[src/rtl/clk_mon_pkg.sv]
// Shared types and default constants for the clock phase/frequency monitor.
package clk_mon_pkg;

  localparam int          CW_DEF      = 16;
  localparam int unsigned TIMEOUT_DEF = 32'h0000_FFF0;

  typedef enum logic [1:0] {
    IDLE   = 2'd0,
    WAIT_M = 2'd1,
    MEAS   = 2'd2,
    DONE   = 2'd3
  } state_t;

endpackage

[src/rtl/edge_sync.sv]
// Two-flop synchronizer followed by a registered rising-edge pulse.
// Input-to-pulse latency is 3 clk cycles.
module edge_sync (
  input  logic clk,
  input  logic rst_n,
  input  logic d,
  output logic rise
);

  logic s1;
  logic s2;
  logic s3;
  logic rise_q;

  always_ff @(posedge clk or negedge rst_n) begin
    if (!rst_n) begin
      s1     <= 1'b0;
      s2     <= 1'b0;
      s3     <= 1'b0;
      rise_q <= 1'b0;
    end else begin
      s1     <= d;
      s2     <= s1;
      s3     <= s2;
      rise_q <= s2 & ~s3;
    end
  end

  assign rise = rise_q;

endmodule

[src/rtl/clk_phase_mon.sv]
// Measures one mclk period, one bclk period and the bclk-vs-mclk rising-edge
// phase offset in sampling-clock cycles, then reports per_b - per_m.
module clk_phase_mon
  import clk_mon_pkg::*;
#(
  parameter int          CW      = CW_DEF,
  parameter int unsigned TIMEOUT = TIMEOUT_DEF
) (
  input  logic              clk,
  input  logic              rst_n,
  input  logic              start,
  input  logic              mclk_in,
  input  logic              bclk_in,
  output logic              busy,
  output logic              done,
  output logic              timeout,
  output logic [CW-1:0]     per_m,
  output logic [CW-1:0]     per_b,
  output logic [CW-1:0]     phase,
  output logic signed [CW:0] freq_diff,
  output logic [1:0]        state_dbg
);

  localparam logic [CW-1:0] TO_LIM = CW'(TIMEOUT);

  // Handshake: start is a single-cycle request honoured only in IDLE and not
  // in the cycle timeout is pulsing; busy covers WAIT_M/MEAS, and each
  // accepted start ends with exactly one done or one timeout pulse.

  state_t state_q, state_d;

  logic m_rise;
  logic b_rise;

  logic [CW-1:0] ts_q;
  logic [CW-1:0] t1_q, t2_q, t4_q, t5_q;
  logic          got_t2_q, got_t4_q, got_t5_q;
  logic          timeout_q;
  logic [CW-1:0] per_m_q, per_b_q, phase_q;
  logic signed [CW:0] freq_diff_q;

  logic accept, cap_t1, cap_t2, cap_t4, cap_t5, fire_to, go_done;
  logic [CW-1:0] t2_v, t4_v, t5_v;
  logic [CW-1:0] per_m_nx, per_b_nx, phase_nx;
  logic signed [CW:0] freq_diff_nx;

  edge_sync u_sync_m (.clk(clk), .rst_n(rst_n), .d(mclk_in), .rise(m_rise));
  edge_sync u_sync_b (.clk(clk), .rst_n(rst_n), .d(bclk_in), .rise(b_rise));

  always_ff @(posedge clk or negedge rst_n) begin
    if (!rst_n) state_q <= IDLE;
    else        state_q <= state_d;
  end

  always_comb begin
    state_d = state_q;
    accept  = 1'b0;
    cap_t1  = 1'b0;
    cap_t2  = 1'b0;
    cap_t4  = 1'b0;
    cap_t5  = 1'b0;
    fire_to = 1'b0;
    case (state_q)
      IDLE: begin
        if (start && !timeout_q) begin
          accept  = 1'b1;
          state_d = WAIT_M;
        end
      end
      WAIT_M: begin
        if (ts_q == TO_LIM) begin
          fire_to = 1'b1;
          state_d = IDLE;
        end else if (m_rise) begin
          cap_t1  = 1'b1;
          cap_t4  = b_rise;
          state_d = MEAS;
        end
      end
      MEAS: begin
        cap_t2 = m_rise & ~got_t2_q;
        cap_t4 = b_rise & ~got_t4_q;
        cap_t5 = b_rise & got_t4_q & ~got_t5_q;
        if (ts_q == TO_LIM) begin
          fire_to = 1'b1;
          state_d = IDLE;
        end else if ((got_t2_q | cap_t2) && (got_t4_q | cap_t4) && (got_t5_q | cap_t5)) begin
          state_d = DONE;
        end
      end
      DONE: begin
        state_d = IDLE;
      end
      default: begin
        state_d = IDLE;
      end
    endcase
  end

  // Results are formed from this cycle's captures so they land with done.
  assign go_done      = (state_q == MEAS) && (state_d == DONE);
  assign t2_v         = cap_t2 ? ts_q : t2_q;
  assign t4_v         = cap_t4 ? ts_q : t4_q;
  assign t5_v         = cap_t5 ? ts_q : t5_q;
  assign per_m_nx     = t2_v - t1_q;
  assign per_b_nx     = t5_v - t4_v;
  assign phase_nx     = t4_v - t1_q;
  assign freq_diff_nx = $signed({1'b0, per_b_nx}) - $signed({1'b0, per_m_nx});

  always_ff @(posedge clk or negedge rst_n) begin
    if (!rst_n) begin
      ts_q        <= '0;
      t1_q        <= '0;
      t2_q        <= '0;
      t4_q        <= '0;
      t5_q        <= '0;
      got_t2_q    <= 1'b0;
      got_t4_q    <= 1'b0;
      got_t5_q    <= 1'b0;
      timeout_q   <= 1'b0;
      per_m_q     <= '0;
      per_b_q     <= '0;
      phase_q     <= '0;
      freq_diff_q <= '0;
    end else begin
      timeout_q <= fire_to;
      if (accept) begin
        ts_q     <= '0;
        got_t2_q <= 1'b0;
        got_t4_q <= 1'b0;
        got_t5_q <= 1'b0;
      end else if (state_q == WAIT_M || state_q == MEAS) begin
        ts_q <= ts_q + 1'b1;
      end
      if (cap_t1) t1_q <= ts_q;
      if (cap_t2) begin
        t2_q     <= ts_q;
        got_t2_q <= 1'b1;
      end
      if (cap_t4) begin
        t4_q     <= ts_q;
        got_t4_q <= 1'b1;
      end
      if (cap_t5) begin
        t5_q     <= ts_q;
        got_t5_q <= 1'b1;
      end
      if (go_done) begin
        per_m_q     <= per_m_nx;
        per_b_q     <= per_b_nx;
        phase_q     <= phase_nx;
        freq_diff_q <= freq_diff_nx;
      end
    end
  end

  assign busy      = (state_q == WAIT_M) || (state_q == MEAS);
  assign done      = (state_q == DONE);
  assign timeout   = timeout_q;
  assign per_m     = per_m_q;
  assign per_b     = per_b_q;
  assign phase     = phase_q;
  assign freq_diff = freq_diff_q;
  assign state_dbg = state_q;

endmodule

[config.mk]
export PLATFORM = sky130hd
export DESIGN_NAME = clk_phase_mon
export DESIGN_NICKNAME = d
export VERILOG_FILES = /design/src/rtl/clk_mon_pkg.sv /design/src/rtl/edge_sync.sv /design/src/rtl/clk_phase_mon.sv
export SDC_FILE = /design/constraint.sdc
export NUM_CORES = 1
export LEC_CHECK = 0
export CAP_MARGIN = 10
export CORE_MARGIN = 1
export CORE_UTILIZATION = 40
export CTS_BUF_LIST = sky130_fd_sc_hd__clkbuf_4 sky130_fd_sc_hd__clkbuf_8
export CTS_CLUSTER_SIZE = 20
export DETAILED_ROUTE_END_ITERATION = 7
export GPL_ROUTABILITY_DRIVEN = 0
export PLACE_DENSITY = 0.61
export SYNTH_ARGS = -nofsm -noshare
export SYNTH_HDL_FRONTEND = slang
export SYNTH_SLANG_ARGS = --single-unit
[constraint.sdc]
create_clock -name clk -period 7.8 [get_ports clk]
set_clock_uncertainty 0.15 [all_clocks]
set_input_delay 1.17 -clock clk [delete_from_list [all_inputs] [get_ports clk]]
set_output_delay 1.17 -clock clk [all_outputs]
set_load 0.02 [all_outputs]
==> flow_summary.toml, run 1 <==
[run_status]
status = "completed"

[cts]
cts_hold_buf = 0
insertion_delay_ps = 470
cts_tree = "yes"
cts.clk_slew.worst_paths_ps = 100
cts.sinks = 159
cts_repair_resize_count = 0
htree_levels = 4
root_buffer = "clkbuf_8"
numCtsBuffers = 17
cts_setup_buffers = 0
clockBufferDepth = 2

[floorplanning]
pin_count = 75
start_util = 0.414
placementRows = 54
fp.dieArea_sq_um = 23500
die_y_um = 153
die_w_um = 153
core_sq_um = 22100

[critical_path]
crit_fanout = 31
path_cells = "inv_1 > ha_1 > nand4bb_1 > nor4_4 > nor2_1 > buf_4 > o21ai_1 > buf_4 > mux2_2 > inv_1 > ha_1 > a21boi_0 > a311oi_4 > maj3_1 > a21oi_1 > xor2_1 > ha_1 > a21boi_0 > o21ai_0 > a21oi_1 > o31ai_1 > o21ai_0 > or4_1 > nand3_1"
setup.worst_path.class = "flip-flop to flip-flop"
r2r_cells = 24
startpoint = "ts_q[1]"
crit_top_cell = "ha_1"
crit_arrival_ps = 6840
rrSetupSlack_ps = 1220
worst-path-stages = 24
cpPeakStageDelay_ps = 500
cp-end-kind = "flip-flop"
required_ps = 8060
cp_top_family = "compound AO/OA/AOI/OAI gates"
rr_startpoint = "ts_q[1]"
critPathLaunchType = "flip-flop"
critical_path_buf_inv_count = 4
regToRegEndpoint = "freq_diff[15]"
crit_end = "freq_diff[15]"
crit_slowest_cell = "or4_1"

[cells_and_area]
drive_gt1_frac = 0.0979
antenna_cells = 0
finalNetCount = 1090
area_delta_synth_final_pct = 14.8
fill_cells = 2078

[sta]
finalMaxSlewViolations = 0
layout_setup_ws_ps = 1220
rsz0062_at_grt = "no"
max_slew_margin = 0.314
period_needed_ps = 6580
finalSetupViolCount = 0
fmax_mhz = 152
hold_viol = 0
finalSetupTns_ps = 0
final.period_utilization = 0.844
worstMarginPinSlew_ps = 1030

[detailed_routing]
first_pass_iters = 7
vias = 6841
avgViaCountPerCell = 5.21
drt_iter0_markers = 422
routedWlPerCell_um = 17.1
antenna_left = 0
drt_wl_total_mm = 22.4
drt_drc_violations_left = 0

[grt]
grt_util_met3 = 0.0371
grt-busiest-layer = "met2"
use_met1 = 0.255
globalRouteOverflowTotal = 0
grt_pass1_vias = 6624
track_usage = 0.198
grt_pass1_wl_mm = 36.0
grt_max_degree = 111
antenna_found_initial = 0
grtUsageMet2 = 0.336

[synthesis]
ys_ff_latch = 159
synth_top_area_frac = 0.435
synth-async-reset-ratio = 1.00
ys.warnings.count = 0
yosysUniqueCellTypes = 73
yosysMostFrequentCell = "dfrtp_1"
synth_commonest_cells = "159 x dfrtp_1, 130 x nand2_1, 90 x o21ai_0"
syn_nets = 1028
synth_area_leader_cell = "dfrtp_1"
synth_area_per_cell_sq_um = 9.55
syn_inst = 957
syn_area_sq_um = 9140
synthFlopType = "dfrtp_1"
synth-edff-count = 0
synthTopCellsByArea = "dfrtp_1 44%, ha_1 8.6%, nand2_1 5.3%, o21ai_0 4.9%, mux2_2 4.2%"
ys_seq_area_frac = 0.435

[run]
cap_viol_max_count = 0

[power]
ir_worst_vdd_uv = 228
power_density_nw_per_um2 = 329
p_leak_nw = 5.03

[placed_design]
dp_hpwl_mm = 16.6
dp_slack_ps = 1360
portBuffers = 74

[min_path]
hp-class = "flip-flop to flip-flop"
-- power by group --
part	switching, mW	leakage, nW	internal, mW	total [mW]
registers	0.0548	2.17	0.905	0.960
clock network	0.344	0.179	0.239	0.582
logic	1.11	2.68	0.797	1.90
-- registers in the layout (all words and copies together) (netlist names), 2 cells and up --
signal and flops:
t5_q 16, ts_q 16, t2_q 16, per_b 16, state_dbg 2, per_m 16
t4_q 16, phase 16, freq_diff 17, t1_q 16
-- cells by family (layout without fill, tap and decap cells) --
kind of cell    count (synthesis)  after routing  synth area share
simple gates                  289            289             0.152
compound gates                214            214             0.148
flops                         159            159             0.435
buf+inv                       116            191            0.0504
fa+ha+maj                      74             74             0.102
xor+xnor                       58             58            0.0556
mux                            47             47            0.0567
-- routing by layer --
metal | up-vias | wire length (um)
met2 | 108 | 10900
met3 | 32 | 682
met4 | 0 | 471
met5 | - | 0
met1 | 3279 | 10300
li1 | 3422 | -
-- per-stage QoR --
stage	hold WS [ps]	power, mW	utilization	instances	instance area (sq um)
finish	209	3.45	0.475	1312	10500
global route	226	3.73	0.475	1312	10500
CTS	208	3.47	0.475	1312	10500
detailed placement	186	2.87	0.458	1280	10100
global placement	190	2.85	0.458	1280	10100
floorplan	181	2.38	-	957	9140
-- cell usage in the layout, fill, tap and decap left out, types with 12 or more instances in the layout --
master	instances
o21ai_0	90
nand2_1	130
ha_1	63
xnor2_1	40
mux2i_1	12
clkdlybuf4s50_1	73
dfrtp_1	159
nand3_1	12
nor2_1	61
a21oi_1	35
clkbuf_8	18
mux2_2	34
inv_1	78
xor2_1	18
-- how the worst min path moves through the flow --
stage | from | end | depth (start not counted)
4_1_cts | u_sync_b.s1 | u_sync_b.s2 | 0
5_1_grt | u_sync_m.s1 | u_sync_m.s2 | 0
2_1_floorplan | u_sync_b.s1 | u_sync_b.s2 | 0
3_3_place_gp | u_sync_m.s1 | u_sync_m.s2 | 0
3_5_place_dp | u_sync_b.s1 | u_sync_b.s2 | 0
6_report | u_sync_m.s1 | u_sync_m.s2 | 0
-- final cells by class --
type,instances,area [sq um],share of cell area
well taps,280,350,0.0334
clock buffers,19,255,0.0243
multi-input cells,682,4710,0.449
flip-flops and latches,159,3980,0.379
inverters,78,293,0.0279
clock inverters,13,105,0.0100
repair buffers,81,795,0.0758
(Power assumes the default switching activity.)
==> inputs of run 2 (changes only) <==
==> constraint.sdc (replaced) <==
create_clock -name clk -period 6.5 [get_ports clk]
set_clock_uncertainty 0.15 [all_clocks]
set_input_delay 0.975 -clock clk [delete_from_list [all_inputs] [get_ports clk]]
set_output_delay 0.975 -clock clk [all_outputs]
set_load 0.02 [all_outputs]
==> run 2 against run 1 <==
Against the previous run:
- core utilization grew 0.45 points
- critical path depth grew 2
- non-clock buffer count grew 9
- total power grew 22%
- combinational power grew 22%
- worst setup slack lost 750 ps
- die area is the same
- fmax grew 9.2%
- critical path type unchanged
- critical endpoint is now freq_diff[16]
- highest routed layer unchanged
==> flow_summary.toml, run 2 (synthesis gave the netlist of run 1 again) <==
[cts]
cts.clk_slew.worst_paths_ps = 100
htree_levels = 4
clockBufferDepth = 2
cts_tree = "yes"
insertion_delay_ps = 470
numCtsBuffers = 17
root_buffer = "clkbuf_8"
cts.sinks = 159

[grt]
track_usage = 0.201
antenna_found_initial = 0
grt_pass1_wl_mm = 36.5
grt_pass1_vias = 6735
globalRouteOverflowTotal = 0
grt_max_degree = 98

[cells_and_area]
multi_input_area_sq_um = 4720
antenna_cells = 0
drive_gt1_frac = 0.109
stdcell_count = 1321
fill_cells = 2069
final_cell_mix = "159 x dfrtp_1, 130 x nand2_1, 90 x o21ai_0"
area_delta_synth_final_pct = 15.9
fin_util = 0.479
largest_reg_flops = 17
final_common_cell = "dfrtp_1"
finalNetCount = 1099
seq_area_sq_um = 3980

[placed_design]
dp_hpwl_mm = 17.0
dp_cells = 1286
portBuffers = 74

[critical_path]
cp-end-kind = "flip-flop"
crit_arrival_ps = 6250
setup.worst_path.class = "flip-flop to flip-flop"
crit_fanout = 12
r2r_cells = 26
required_ps = 6720
critPathLaunchType = "flip-flop"

[floorplanning]
die_y_um = 153
die_w_um = 153
core_sq_um = 22100
placementRows = 54
start_util = 0.414
fp.dieArea_sq_um = 23500
pin_count = 75

[detailed_routing]
antenna_left = 0
drt_iter0_markers = 351
drt_wl_total_mm = 22.6
vias = 6926
first_pass_iters = 5
drt_drc_violations_left = 0
avgViaCountPerCell = 5.24
routedWlPerCell_um = 17.1

[sta]
fmax_mhz = 166
finalSetupTns_ps = 0
max_slew_margin = 0.398
final.period_utilization = 0.927
period_needed_ps = 6030
worstMarginPinSlew_ps = 903
finalMaxSlewViolations = 0
holdWs_ps = 197
hold_viol = 0
finalSetupViolCount = 0

[min_path]
hp-class = "flip-flop to flip-flop"
whs_path_depth = 0

[power]
p_leak_nw = 5.07
power_density_nw_per_um2 = 395
ir_worst_vdd_uv = 270

[run]
cap_viol_max_count = 0

[run_status]
status = "completed"
run 2: cell types whose count changed in the layout (fill, tap and decap cells not counted), sizes merged:
cell,previous run,this run
buf,8,17
bufinv,0,1
clkinv,4,2
clkinvlp,3,6
inv,84,82
run 2: final cells by class:
cell class              count  share of cell area
well taps                 280              0.0331
flip-flops and latches    159               0.376
clock buffers              19              0.0235
multi-input cells         682               0.446
clock inverters            13              0.0123
inverters                  78              0.0277
repair buffers             90              0.0814
run 2: worst paths after layout:
path                        startpoint       endpoint  slack [ps]
setup reg to reg               ts_q[0]  freq_diff[16]         470
setup / recovery               ts_q[0]  freq_diff[16]         470
hold / removal             u_sync_b.s1    u_sync_b.s2         200
min in group asynchronous        rst_n       ts_q[11]         460
hold reg to reg            u_sync_b.s1    u_sync_b.s2         200
max in group asynchronous        rst_n   freq_diff[6]        4380
run 2: worst max-delay path, stage by stage, from the launching register on:
cell       delay (ps)
dfrtp_1           440
inv_1             180
ha_1              180
nand4bb_1         220
nor4_4            420
nor2_1            110
o21ai_1           210
buf_4             270
nor2_1             60
a21o_1            180
ha_1              230
inv_1              70
ha_1              160
nor2_1             50
o221a_2           130
o31ai_1           310
maj3_2            330
a21oi_2            90
maj3_2            330
o21bai_1          150
xor2_1            230
ha_1              300
o21a_1            130
a2111o_1          420
a31oi_1           260
nor2b_1            80
o41ai_1           230
run 2: metrics by stage:
step | cell area, sq um | power, mW | setup slack (ps)
global route | 10600 | 4.53 | -3.73
finish | 10600 | 4.19 | 472
detailed placement | 10200 | 3.44 | 380
global placement | 10200 | 3.43 | 438
floorplan | 9140 | 2.85 | 608
CTS | 10600 | 4.19 | 306
run 2: metal layers:
metal,track usage,vias up,share of wire
li1,-,3430,-
met1,0.263,3323,0.46
met2,0.338,139,0.49
met3,0.0306,34,0.030
met4,0.0750,0,0.026
met5,0,-,0
run 2: repair_timing:
| action | 4_1_cts | 5_1_grt |
|---|---|---|
| endpoints found under the setup margin | 0 | 4 |
| resized for setup | 0 | 5 |
| buffers inserted | 0 | 3 |
| hold buffers | 0 | 0 |
run 2: where the power goes:
part / switching, mW / internal [mW] / total, mW / leakage [nW]
Sequential: 0.0591 / 1.09 / 1.15 / 2.17
Combinational: 1.35 / 0.966 / 2.32 / 2.73
Clock: 0.407 / 0.317 / 0.724 / 0.174
Total: 1.82 / 2.37 / 4.19 / 5.07
==> inputs of run 3 (changes only) <==
--- a/config.mk
+++ b/config.mk
@@ -11,7 +11,6 @@
 export CTS_BUF_LIST = sky130_fd_sc_hd__clkbuf_4 sky130_fd_sc_hd__clkbuf_8
 export CTS_CLUSTER_SIZE = 20
 export DETAILED_ROUTE_END_ITERATION = 7
-export GPL_ROUTABILITY_DRIVEN = 0
 export PLACE_DENSITY = 0.61
 export SYNTH_ARGS = -nofsm -noshare
 export SYNTH_HDL_FRONTEND = slang
==> results of run 3 <==
Same layout as run 2: the final DEF is identical, and so are final timing and power.
